<file path="src/rtl/bcd_pkg.sv">
// Shared types for the BCD step counter:
// debounce states, digit type and digit limit.
package bcd_pkg;
   typedef enum logic [1:0] {IDLE, ARM_PRESS, HELD, ARM_REL} db_state_t;
   typedef logic [3:0] bcd_t;

   localparam bcd_t BCD_MAX = 4'd9;

   function automatic logic is_bcd(input bcd_t v);
      return v <= BCD_MAX;
   endfunction
endpackage

</file>
<file path="src/rtl/btn_debounce.sv">
// Push-button synchronizer and debounce FSM.
// Emits the debounced level and one step request per accepted press.
module btn_debounce
   import bcd_pkg::*;
#(
   parameter int DB_CYCLES = 1_000_000,
   parameter int CNT_W     = $clog2(DB_CYCLES)
) (
   input  logic clk,
   input  logic rst_n,
   input  logic step_btn,
   output logic btn_state,
   output logic step_req
);
   localparam logic [CNT_W-1:0] CNT_LAST = CNT_W'(DB_CYCLES - 1);

   logic             sync_q1;
   logic             sync_q2;
   db_state_t        state;
   db_state_t        state_nx;
   logic [CNT_W-1:0] cnt;
   logic [CNT_W-1:0] cnt_nx;
   logic             cnt_done;

   always_ff @(posedge clk) begin
      if (!rst_n) begin
         sync_q1 <= 1'b0;
         sync_q2 <= 1'b0;
      end else begin
         sync_q1 <= step_btn;
         sync_q2 <= sync_q1;
      end
   end

   always_ff @(posedge clk) begin
      if (!rst_n) begin
         state <= IDLE;
         cnt   <= '0;
      end else begin
         state <= state_nx;
         cnt   <= cnt_nx;
      end
   end

   assign cnt_done = (cnt == CNT_LAST);

   always_comb begin
      state_nx = state;
      cnt_nx   = cnt;
      unique case (state)
         IDLE: begin
            if (sync_q2) begin
               state_nx = ARM_PRESS;
               cnt_nx   = '0;
            end
         end
         ARM_PRESS: begin
            if (!sync_q2)
               state_nx = IDLE;
            else if (cnt_done)
               state_nx = HELD;
            else
               cnt_nx = cnt + CNT_W'(1);
         end
         HELD: begin
            if (!sync_q2) begin
               state_nx = ARM_REL;
               cnt_nx   = '0;
            end
         end
         ARM_REL: begin
            if (sync_q2)
               state_nx = HELD;
            else if (cnt_done)
               state_nx = IDLE;
            else
               cnt_nx = cnt + CNT_W'(1);
         end
         default: state_nx = IDLE;
      endcase
   end

   // Request fires only on the press-acceptance transition, so holds never repeat
   always_comb begin
      btn_state = (state == HELD) || (state == ARM_REL);
      step_req  = (state == ARM_PRESS) && sync_q2 && cnt_done;
   end
endmodule

</file>
<file path="src/rtl/bcd_step_counter.sv">
// Mod-10 BCD up/down counter stepped by a debounced button or a prescaler tick,
// with parallel load and one-cycle carry/borrow/load-error pulses.
module bcd_step_counter
   import bcd_pkg::*;
#(
   parameter int TICK_DIV  = 50_000_000,
   parameter int DB_CYCLES = 1_000_000
) (
   input  logic       clk,
   input  logic       rst_n,
   input  logic       en,
   input  logic       up_dn,
   input  logic       auto_mode,
   input  logic       step_btn,
   input  logic       load,
   input  logic [3:0] load_val,
   output logic [3:0] bcd_code,
   output logic       carry,
   output logic       borrow,
   output logic       load_err,
   output logic       btn_state
);
   localparam int CNT_W =
      $clog2((TICK_DIV > DB_CYCLES) ? TICK_DIV : DB_CYCLES);
   localparam logic [CNT_W-1:0] TICK_LAST = CNT_W'(TICK_DIV - 1);

   logic [CNT_W-1:0] pre_cnt;
   logic             pre_run;
   logic             tick;
   logic             step_req;
   logic             step;
   logic             load_ok;
   bcd_t             bcd_nx;
   logic             carry_nx;
   logic             borrow_nx;
   logic             load_err_nx;

   btn_debounce #(
      .DB_CYCLES (DB_CYCLES),
      .CNT_W     (CNT_W)
   ) u_db (
      .clk       (clk),
      .rst_n     (rst_n),
      .step_btn  (step_btn),
      .btn_state (btn_state),
      .step_req  (step_req)
   );

   assign pre_run = auto_mode & en;
   assign tick    = pre_run & (pre_cnt == TICK_LAST);
   assign step    = en & (auto_mode ? tick : step_req);
   assign load_ok = is_bcd(load_val);

   // Prescaler parks at zero whenever it is not running
   always_ff @(posedge clk) begin
      if (!rst_n)
         pre_cnt <= '0;
      else if (!pre_run || tick)
         pre_cnt <= '0;
      else
         pre_cnt <= pre_cnt + CNT_W'(1);
   end

   always_comb begin
      bcd_nx      = bcd_code;
      carry_nx    = 1'b0;
      borrow_nx   = 1'b0;
      load_err_nx = 1'b0;
      unique case (1'b1)
         load & load_ok:
            bcd_nx = load_val;
         load & ~load_ok:
            load_err_nx = 1'b1;
         ~load & step & up_dn: begin
            carry_nx = (bcd_code == BCD_MAX);
            bcd_nx   = carry_nx ? 4'd0 : bcd_code + 4'd1;
         end
         ~load & step & ~up_dn: begin
            borrow_nx = (bcd_code == 4'd0);
            bcd_nx    = borrow_nx ? BCD_MAX : bcd_code - 4'd1;
         end
         default: ;
      endcase
   end

   always_ff @(posedge clk) begin
      if (!rst_n) begin
         bcd_code <= '0;
         carry    <= 1'b0;
         borrow   <= 1'b0;
         load_err <= 1'b0;
      end else begin
         bcd_code <= bcd_nx;
         carry    <= carry_nx;
         borrow   <= borrow_nx;
         load_err <= load_err_nx;
      end
   end
endmodule

</file>
<file path="config.mk">
export PLATFORM = sky130hd
export DESIGN_NAME = bcd_step_counter
export DESIGN_NICKNAME = d
export VERILOG_FILES = /design/src/rtl/bcd_pkg.sv /design/src/rtl/btn_debounce.sv /design/src/rtl/bcd_step_counter.sv
export SDC_FILE = /design/constraint.sdc
export NUM_CORES = 1
export LEC_CHECK = 0
export CORE_ASPECT_RATIO = 1.25
export CORE_MARGIN = 2
export CORE_UTILIZATION = 30
export CTS_CLUSTER_SIZE = 16
export DETAILED_ROUTE_END_ITERATION = 7
export REMOVE_ABC_BUFFERS = 1
export SLEW_MARGIN = 5
export SYNTH_ARGS = -nofsm -noshare
export SYNTH_HDL_FRONTEND = slang
export SYNTH_SLANG_ARGS = --single-unit
export TNS_END_PERCENT = 50
</file>
<file path="constraint.sdc">
create_clock -name clk -period 4.7 [get_ports clk]
set_input_delay 0.94 -clock clk [delete_from_list [all_inputs] [get_ports clk]]
set_output_delay 0.94 -clock clk [all_outputs]
set_load 0.01 [all_outputs]
</file>
# After elaboration in Yosys (flattened, before gate mapping)
# Cells that the tools add are included.
# word_totals
ff_bits,63
output_inout_bits,8
elab_cells,69
# op_classes
addsub,4
magnitude_cmp,1
eq_ne,12
muxes,18
bitwise,12
reduce_logical,13
# ops
cell,count
$mux W26,5
$pmux W26 S4,1
$add A26 B1 Y26 const B,2
$eq A26 B20 Y1 const B,1
$eq A26 B26 Y1 const B,1
$mux W2,6
$pmux W4 S3,1
$and A1 B1 Y1,8
$mux W4,2
$pmux W2 S4,1
$reduce_and A4 Y1,2
$add A4 B1 Y4 const B,1
$eq A2 B2 Y1 const B,2
$eq A4 B4 Y1 const B,1
$le A4 B4 Y1 const B,1
$logic_not A4 Y1,1
$ne A2 B1 Y1 const B,2
$ne A2 B2 Y1 const B,2
$not A1 Y1,4
$reduce_and A2 Y1,2
$sub A4 B1 Y4 const B,1
$ne A3 B1 Y1 const B,1
$ne A3 B3 Y1 const B,1
$reduce_bool A3 Y1,1
other kinds (7),10

# Logic depth before layout (Yosys ltp)
# Gate-level depths: netlist of the first run.
# logic_depth
depth_word,8
ltp_mapped,7

# Modules after synthesis
# From an unflattened synthesis of the first run, not the netlist that was laid out.
# hier_totals
hier_cells,364
hier_area_um2,3174.3
# by_module_without_submodules
mod,instances,cells_each,area_per_inst_um2,seq_area_each_um2
bcd_step_counter,1,198,1727.9,660.6
btn_debounce,1,166,1446.4,600.6

# Least setup slack after synthesis of the first run
# No wires, ideal clock.
# synth_timing
path_type,reg-to-reg
from,register pre_cnt[0]
to,register bcd_code[3]
setup_time_ns,0.121
arrival_ns,2.069
required_ns,4.579
path_slack_ns,2.510
stages_incl_launch_ff,7
path_buffers,0
cell_sequence,dfxtp_1 -> ha_1 -> and4_1 -> nand3_1 -> or4_1 -> o32a_4 -> mux2_4
# synth_via
elab_chain_cells,7
word_cells_on_any_way,9
cone_classes,1 x eq/ne; 2 x mux; 5 x bitwise; 1 x reduce/logical
# synth_rtl
element,line_no,rtl
start: declaration,bcd_step_counter.sv:27,logic [CNT_W-1:0] pre_cnt;
start signal: assignment,bcd_step_counter.sv:61,pre_cnt <= pre_cnt + CNT_W'(1);
$eq A26 B26 Y1 *,bcd_step_counter.sv:50,assign tick = pre_run & (pre_cnt == TICK_LAST);
$and A1 B1 Y1 *,bcd_step_counter.sv:50,
$mux W1 *,bcd_step_counter.sv:51,assign step = en & (auto_mode ? tick : step_req);
$and A1 B1 Y1 *,bcd_step_counter.sv:51,
$and A1 B1 Y1 *,"bcd_step_counter.sv:74, bcd_step_counter.sv:78",
"$and A1 B1 Y1, on equally long branches","bcd_step_counter.sv:78, bcd_step_counter.sv:74",
$pmux W4 S3 or $reduce_bool A3 Y1 (tied branches),n/a,
end signal: assignment,bcd_step_counter.sv:93,bcd_code <= bcd_nx;
end: declaration,bcd_step_counter.sv:17,"output logic [3:0] bcd_code,"
# Every way passes the cells marked *; elsewhere a longest branch is shown, timed or not.
# A chain may end at the register's enable or synchronous reset.

# Worst setup path in the final report of the first run
# layout_timing
from,register bcd_code[3]
to,output port bcd_code[3]
# No word-level cell between the ends.

==> flow_metrics.tcl, run 1 <==
set metrics [dict create \
    htree_levels 3 \
    clk_pin_slew_ns 0.05 \
    cts_resized 0 \
    drt_first_pass_iters 4 \
    status "complete, no violations" \
    area.growth.synth_to_final_pct 19.30 \
    seq_area_sq_um 1261 \
    grt_pass1_wl_microns 12710 \
    powerDensity_nw_per_um2 335.4 \
    drt_wl_total_microns 7067 \
    slew_violations 0 \
    layout-drive-gt1-share 0.07901 \
    chipWidth_microns 96.87 \
    postLayoutCoreUtil 0.3653 \
    clock-root-buffer "clkbuf_16" \
    rsz0062_at_grt "no" \
    clkLatencyLatePin_ns 0.33 \
    avgViaCountPerCell 5.112 \
    final-hold-violation-count 0 \
    synth-seq-cells 63 \
    dp_hpwl_microns 5017 \
    synth.avg_cell_area_sq_um 8.445 \
    finalClockSkew_ns 0.005554 \
    postCtsHoldBufs 0 \
    vdd.ir_drop.worst_v 0.0001796 \
    n_fill_cell 1064 \
    cts_buffer_depth 2 \
    antenna_found_initial 0 \
    synth_ff_type "dfxtp_1" \
    gr-total-overflow 0 \
    start_util 0.3062 \
    dp_cells 521 \
    worst_pin_slew_ns 0.9741 \
    hp-class "reg -> reg" \
    critPathTopFamily "buffers and inverters" \
    fmax_mhz 402.4 \
    power_leakage_nw 1.322 \
    dr.first_iter.drc_count 117 \
    vias 2745 \
    synth_cell_type_count 52 \
    wl_per_cell_microns 13.16 \
    cts_tree "done" \
    min_period_over_period 0.5288 \
    post-cts-setup-buffer-count 0 \
    arrival_ns 1.55 \
    cp_num_buf_inv 1 \
    grt_max_degree 27 \
    diodes 0 \
    gp_congestion 0.8270 \
    synth_warnings 0 \
    cap_violations 0 \
    cts.sinks 63 \
    numCtsBuffers 9 \
    layout.nets 416 \
    ys_async_sr_fraction 0 \
    syn-cell-area_sq_um 3234 \
    dieHeight_microns 120.1 \
    min_period_ns 2.485 \
    core.rowCount 42 \
    first_global_vias 2793 \
    coreArea_sq_um 10560 \
    cp_cell_sequence "clkdlybuf4s50_1" \
    ios 19 \
    critPathRequiredTime_ns 3.76 \
    ant_nets 0 \
    start_kind "register" \
    numPortBuffers 18 \
    track_usage 0.1323 \
    drc 0 \
    synth_edf_count 0 \
    path_max_fanout 13 \
    critPathKind "reg -> out" \
    die_area_sq_um 11630 \
    synth_cells 383 \
    slowest_stage "clkdlybuf4s50_1" \
    setup-tns-final_ns 0 \
    setup_viol 0 \
    cpPeakStageDelay_ns 0.62 \
    worstSetupEndpointType "output port" \
    multiInputGateArea_sq_um 1873 \
    slew_headroom 0.3452 \
    fin_cells 537 \
    yosysSeqAreaShare 0.3899 \
]
-- logic make-up after synthesis --
kind of cell,share of synthesized area
and+or+nand+nor,0.3269
DFF,0.3899
xor gates and xnor gates,0.1137
AOI/OAI and AO/OA,0.08279
buffers and inverters,0.03095
muxes,0.03636
adders and majority gates,0.01934
-- sequential cells by signal, indices dropped and copies added (netlist names), named ones only --
signal,count
bcd_code,4
borrow,1
carry,1
load_err,1
pre_cnt,26
u_db.cnt,26
u_db.state,1
u_db.sync_q1,1
u_db.sync_q2,1
-- layout make-up --
class / instances / area share
flip-flops and latches: 63 / 0.3268
repair buffers: 20 / 0.05058
well taps: 132 / 0.04280
clock inverters: 4 / 0.01362
inverters: 12 / 0.01167
multi-input cells: 294 / 0.4854
clock buffers: 12 / 0.06907
-- final timing paths --
check	from	end	cells after the start	slack [ns]
setup reg to reg	u_db.cnt[5]$_SDFFE_PN0P_	bcd_code[3]$_SDFFE_PN0P_	5	2.26
setup / recovery	bcd_code[3]$_SDFFE_PN0P_	bcd_code[3]	1	2.21
hold reg to reg	u_db.sync_q1$_SDFF_PN0_	u_db.sync_q2$_SDFF_PN0_	1	0.45
hold / removal	u_db.sync_q1$_SDFF_PN0_	u_db.sync_q2$_SDFF_PN0_	1	0.45
-- Yosys cell counts (8+ instances only) --
master | instances | share of area
dfxtp_1 | 63 | 0.39
mux2i_1 | 8 | 0.025
inv_1 | 11 | 0.013
a21oi_1 | 8 | 0.012
clkbuf_1 | 11 | 0.013
nand3_1 | 24 | 0.037
o21ai_0 | 10 | 0.015
nor4_1 | 8 | 0.015
nor2_1 | 58 | 0.067
nand4_1 | 23 | 0.044
and3_1 | 9 | 0.017
xnor2_1 | 14 | 0.038
nor3_1 | 9 | 0.014
xor2_1 | 28 | 0.076
nand2_1 | 26 | 0.030
and4_1 | 8 | 0.022
-- per-layer routing --
layer | share of wire | vias up | track usage | wire length, microns
li1 | - | 1399 | - | -
met3 | 0.022 | 12 | 0.02504 | 154
met5 | 0 | - | 0 | 0
met1 | 0.45 | 1303 | 0.1569 | 3202
met2 | 0.51 | 31 | 0.2274 | 3571
met4 | 0.020 | 0 | 0.06778 | 138
-- report_power, final --
part           leakage, nW  total, mW  internal, mW  switching (mW)
combinational        0.666     0.0592        0.0283          0.0310
sequential           0.509      0.546         0.539         0.00718
clock                0.147      0.689         0.453           0.236
total                 1.32       1.29          1.02           0.274
-- layout by cell type (no fill, tap or decap), drive strengths merged, types with 4 or more instances in the layout --
master         instances
a211oi                 4
a21oi                  8
and2                   7
and3                  10
and4                   8
clkbuf                12
clkdlybuf4s50         18
dfxtp                 63
ha                     5
inv                   11
mux2i                  8
nand2                 27
nand3                 24
nand4                 23
nor2                  58
nor3                  10
nor4                  10
o21ai                 11
or3                    6
xnor2                 14
xor2                  28
-- stage by stage --
stage | total power, mW | instance area, sq um | hold slack, ns | setup slack (ns)
after floorplan | 0.5883 | 3179 | 0.4118 | 2.315
final | 1.294 | 3859 | 0.4464 | 2.215
after global routing | 1.345 | 3859 | 0.4833 | 2.060
after CTS | 1.312 | 3859 | 0.4505 | 2.225
after detailed placement | 0.6163 | 3540 | 0.4380 | 2.072
after global placement | 0.6148 | 3540 | 0.4289 | 2.128
Power figures use the tool's default switching activity.
==> inputs of run 2 (changes only) <==
==> constraint.sdc (replaced) <==
create_clock -name clk -period 2.41 [get_ports clk]
set_input_delay 0.482 -clock clk [delete_from_list [all_inputs] [get_ports clk]]
set_output_delay 0.482 -clock clk [all_outputs]
set_load 0.01 [all_outputs]
==> run 2 against run 1 <==
  * Critical path depth up 5
  * Combinational power up 100%
  * Register-to-register slack worse by 2.1 ns
  * Flip-flop and latch count unchanged
  * Clock power up 100%
  * Count of clock-buffer cells in the layout up 1
  * Core utilization up 0.84 points
  * Cell count up 2.0%
  * Die area unchanged
  * Global-route usage down 0.29 points
==> flow_metrics.tcl, run 2 (same netlist as run 1, synthesis figures left out) <==
set metrics [dict create \
    status "complete, no violations" \
    die_area_sq_um 11630 \
    chipWidth_microns 96.87 \
    antenna_found_initial 0 \
    rsz0062_at_grt "no" \
    min_period_over_period 0.9474 \
    slowest_stage "or4_1" \
    drt_wl_total_microns 7130 \
    numCtsBuffers 9 \
    arrival_ns 2.49 \
    worst_pin_slew_ns 0.7012 \
    powerDensity_nw_per_um2 654.4 \
    m1WireLength_microns 3191 \
    dp_cells 532 \
    fin_cells 548 \
    layout-drive-gt1-share 0.09856 \
    drc 0 \
    combPwrFrac 0.046 \
    core.rowCount 42 \
    min_period_ns 2.283 \
    drt_first_pass_iters 4 \
    wl_met2_microns 3578 \
    avgViaCountPerCell 5.102 \
    switching_share 0.1991 \
    dp_hpwl_microns 5243 \
    htree_levels 3 \
    cts_resized 0 \
    clk_pin_slew_ns 0.05 \
    diodes 0 \
    dpl_cell_area_sq_um 3622 \
    cts_tree "done" \
    worstSetupEndpointType "register" \
    track_usage 0.1294 \
    dr.first_iter.drc_count 80 \
    gr-total-overflow 0 \
    fin_area_sq_um 3948 \
    vdd.ir_drop.worst_v 0.0004189 \
    ant_nets 0 \
    ios 19 \
    post-cts-setup-buffer-count 0 \
    layout_setup_ws_ns 0.1268 \
    final-hold-violation-count 0 \
    numPortBuffers 18 \
    critPathRequiredTime_ns 2.62 \
    p_sw_mw 0.5143 \
    cap_violations 0 \
    seq_power_share 0.412 \
    gp_congestion 0.7885 \
    postCtsHoldBufs 0 \
    p_int_mw 2.069 \
    start_util 0.3062 \
    dieHeight_microns 120.1 \
    coreArea_sq_um 10560 \
    pwr-share-clk 0.541 \
    largest_registers "pre_cnt x26, u_db.cnt x26, bcd_code x4" \
    start_kind "register" \
    layout_common_cells "dfxtp_1, nor2_1, xor2_1, nand2_1, nand3_1" \
    layout.nets 427 \
    cts_buffer_depth 2 \
    path_max_fanout 4 \
    clkLatencyLatePin_ns 0.32 \
    hp-class "reg -> reg" \
    met3_length_microns 188 \
    timing.hold.ws_ns 0.4353 \
    first_global_vias 2781 \
    grt_pass1_wl_microns 12430 \
    setup-tns-final_ns 0 \
    power_leakage_nw 1.390 \
    cp_cell_sequence "ha_1, and4_1, nand3_1, or4_1, o32a_4, mux2_4" \
    cpPeakStageDelay_ns 0.54 \
    area.growth.synth_to_final_pct 22.05 \
    slew_violations 0 \
    vias 2796 \
    grt_max_degree 27 \
    clock-root-buffer "clkbuf_16" \
    wl_per_cell_microns 13.01 \
    setup_viol 0 \
    finalClockSkew_ns 0.004825 \
    top_layer_used "met4" \
    cts.sinks 63 \
    dp_worst_setup_slack_ns 0.1164 \
    fmax_mhz 438.0 \
    critPathKind "reg -> reg" \
    final_common_cell "dfxtp_1" \
    slew_headroom 0.5292 \
]
-- run 2: metal layers --
layer | up-vias | GRT usage
li1 | 1420 | -
met3 | 15 | 0.03727
met4 | 0 | 0.05282
met2 | 28 | 0.2296
met1 | 1333 | 0.1450
met5 | - | 0
-- run 2: path summary, 6_finish.rpt --
path | slack, ns | cells past startpoint | start | endpoint
max reg2reg | 0.13 | 6 | pre_cnt[0]$_SDFF_PP0_ | bcd_code[3]$_SDFFE_PN0P_
min | 0.44 | 1 | u_db.sync_q1$_SDFF_PN0_ | u_db.sync_q2$_SDFF_PN0_
min reg2reg | 0.44 | 1 | u_db.sync_q1$_SDFF_PN0_ | u_db.sync_q2$_SDFF_PN0_
max | 0.13 | 6 | pre_cnt[0]$_SDFF_PP0_ | bcd_code[3]$_SDFFE_PN0P_
-- run 2: layout make-up --
class	instances	area (sq um)
repair buffers	31	277.8
multi-input cells	294	1873
fillers	1078	6615
inverters	12	45.04
clock inverters	3	65.06
flip-flops and latches	63	1261
clock buffers	13	260.3
well taps	132	165.2
-- run 2: power groups by stage --
stage	registers, mW	clock network [mW]	logic (mW)
6_report	1.07	1.40	0.120
2_1_floorplan	1.08	0	0.0624
5_1_grt	1.07	1.48	0.132
3_5_place_dp	1.09	0	0.120
3_3_place_gp	1.09	0	0.119
4_1_cts	1.06	1.43	0.121
-- run 2: worst max-delay path, delay by kind of cell, from the launching register on --
family	cells	cell delay, ns
fa+ha+maj	1	0.22
compound gates	1	0.36
flops	1	0.37
mux	1	0.30
simple gates	3	0.91
-- run 2: through the flow --
stage / utilization / total power, mW
final: 0.3737 / 2.583
after global routing: 0.3737 / 2.673
after CTS: 0.3737 / 2.616
after detailed placement: 0.3429 / 1.207
after global placement: 0.3429 / 1.205
after floorplan: - / 1.147
==> inputs of run 3 (changes only) <==
--- a/config.mk
+++ b/config.mk
@@ -10,9 +10,9 @@
 export CORE_UTILIZATION = 30
 export CTS_CLUSTER_SIZE = 16
 export DETAILED_ROUTE_END_ITERATION = 7
+export DONT_BUFFER_PORTS = 1
 export REMOVE_ABC_BUFFERS = 1
 export SLEW_MARGIN = 5
 export SYNTH_ARGS = -nofsm -noshare
 export SYNTH_HDL_FRONTEND = slang
 export SYNTH_SLANG_ARGS = --single-unit
-export TNS_END_PERCENT = 50
==> run 3 against run 2 <==
  * Die area unchanged
  * Count of clock-buffer cells in the layout down 2
  * Wire length down 2.7%
  * Sequential power about the same
==> flow_metrics.tcl, run 3 (same netlist as run 1, synthesis figures left out) <==
set metrics [dict create \
    gr-total-overflow 0 \
    p_int_mw 1.928 \
    seq_power_share 0.440 \
    wl_met2_microns 3484 \
    antenna_found_initial 1 \
    cp_num_buf_inv 0 \
    clock-root-buffer "clkbuf_16" \
    slew_violations 0 \
    layout_setup_ws_ns 0.1432 \
    finalClockSkew_ns 0.008327 \
    wl_per_cell_microns 13.24 \
    cap_violations 0 \
    track_usage 0.1283 \
    numPortBuffers 0 \
    first_global_vias 2704 \
    post-cts-setup-buffer-count 0 \
    avgViaCountPerCell 5.135 \
    clk_pin_slew_ns 0.05 \
    cts_resized 0 \
    clkLatencyLatePin_ns 0.32 \
    worstSetupEndpointType "register" \
    arrival_ns 2.48 \
    fmax_mhz 441.1 \
    core.rowCount 42 \
    start_util 0.3062 \
    path_max_fanout 4 \
    numCtsBuffers 9 \
    setup_viol 0 \
    postCtsHoldBufs 0 \
    critPathKind "reg -> reg" \
    slew_headroom 0.3693 \
    dr.first_iter.drc_count 109 \
    layout_common_cells "dfxtp_1, nor2_1, xor2_1, nand2_1, nand3_1" \
    min_period_ns 2.267 \
    vias 2691 \
    layout.nets 403 \
    worst_pin_slew_ns 0.9383 \
    status "complete, no violations" \
    powerDensity_nw_per_um2 656.4 \
    slowest_stage "or4_1" \
    power_leakage_nw 1.285 \
    switching_share 0.2054 \
    postLayoutCoreUtil 0.3500 \
    vdd.ir_drop.worst_v 0.0005581 \
    cts_buffer_depth 2 \
    drt_wl_total_microns 6938 \
    setup-tns-final_ns 0 \
    largest_registers "pre_cnt x26, u_db.cnt x26, bcd_code x4" \
    layout-drive-gt1-share 0.09207 \
    start_kind "register" \
    drc 0 \
    dp_worst_setup_slack_ns 0.1326 \
    coreArea_sq_um 10560 \
    die_area_sq_um 11630 \
    critPathTopFamily "simple AND/OR/NAND/NOR gates" \
    grt_max_degree 27 \
    grt_pass1_wl_microns 12300 \
    p_sw_mw 0.4986 \
    met3_length_microns 306 \
    timing.hold.ws_ns 0.2783 \
    ant_nets 0 \
    n_fill_cell 1073 \
    hp-class "in -> reg" \
    cp_cell_sequence "ha_1, and4_1, nand3_1, or4_1, o32a_4, mux2_4" \
    gp_congestion 0.8168 \
    dp_hpwl_microns 4964 \
    cts_tree "done" \
    top_layer_used "met4" \
    rsz0062_at_grt "no" \
    critPathRequiredTime_ns 2.62 \
    pwr-share-clk 0.527 \
    combPwrFrac 0.033 \
    area.growth.synth_to_final_pct 14.31 \
    dieHeight_microns 120.1 \
    final_common_cell "dfxtp_1" \
    cts.sinks 63 \
    m1WireLength_microns 2978 \
    chipWidth_microns 96.87 \
    ios 19 \
    drt_first_pass_iters 5 \
    cpPeakStageDelay_ns 0.55 \
    min_period_over_period 0.9406 \
    htree_levels 3 \
    final-hold-violation-count 0 \
]
-- run 3: cell types whose count changed in the layout (fill, tap and decap cells not counted), sizes merged --
cell and change:
bufinv -1, diode +1, buf -6, clkdlybuf4s50 -18
clkbuf -2, clkinv +2
-- run 3: per-stage QoR --
stage,power [mW],cells,instance area (sq um)
3_3_place_gp,1.169,508,3397
2_1_floorplan,1.147,369,3179
3_5_place_dp,1.170,508,3397
6_report,2.427,524,3697
5_1_grt,2.519,524,3697
4_1_cts,2.463,523,3695
-- run 3: path summary, 6_finish.rpt --
path	start	endpoint	slack, ns	depth (start not counted)
worst min-delay path	rst_n	u_db.sync_q2$_SDFF_PN0_	0.28	1
worst min register to register	u_db.sync_q1$_SDFF_PN0_	u_db.sync_q2$_SDFF_PN0_	0.43	1
worst max-delay path	pre_cnt[0]$_SDFF_PP0_	bcd_code[3]$_SDFFE_PN0P_	0.14	6
worst max register to register	pre_cnt[0]$_SDFF_PP0_	bcd_code[3]$_SDFFE_PN0P_	0.14	6
-- run 3: layout make-up --
cell class,count,area (sq um),share of cell area
inverters,12,45.04,0.01218
multi-input cells,294,1873,0.5066
diodes,1,2.502,0.0006768
repair buffers,7,52.55,0.01421
clock inverters,4,45.04,0.01218
clock buffers,11,252.7,0.06836
flip-flops and latches,63,1261,0.3411
well taps,132,165.2,0.04467
-- run 3: layer usage --
metal / track usage / vias up
met2: 0.2214 / 49
met4: 0.07218 / 0
met1: 0.1429 / 1260
li1: - / 1371
met3: 0.03378 / 11
met5: 0 / -
-- run 3: power groups by stage --
stage	clock [mW]	combinational [mW]	sequential [mW]
5_1_grt	1.36	0.0921	1.07
3_5_place_dp	0	0.0810	1.09
3_3_place_gp	0	0.0795	1.09
4_1_cts	1.31	0.0812	1.07
2_1_floorplan	0	0.0624	1.08
6_report	1.28	0.0803	1.07
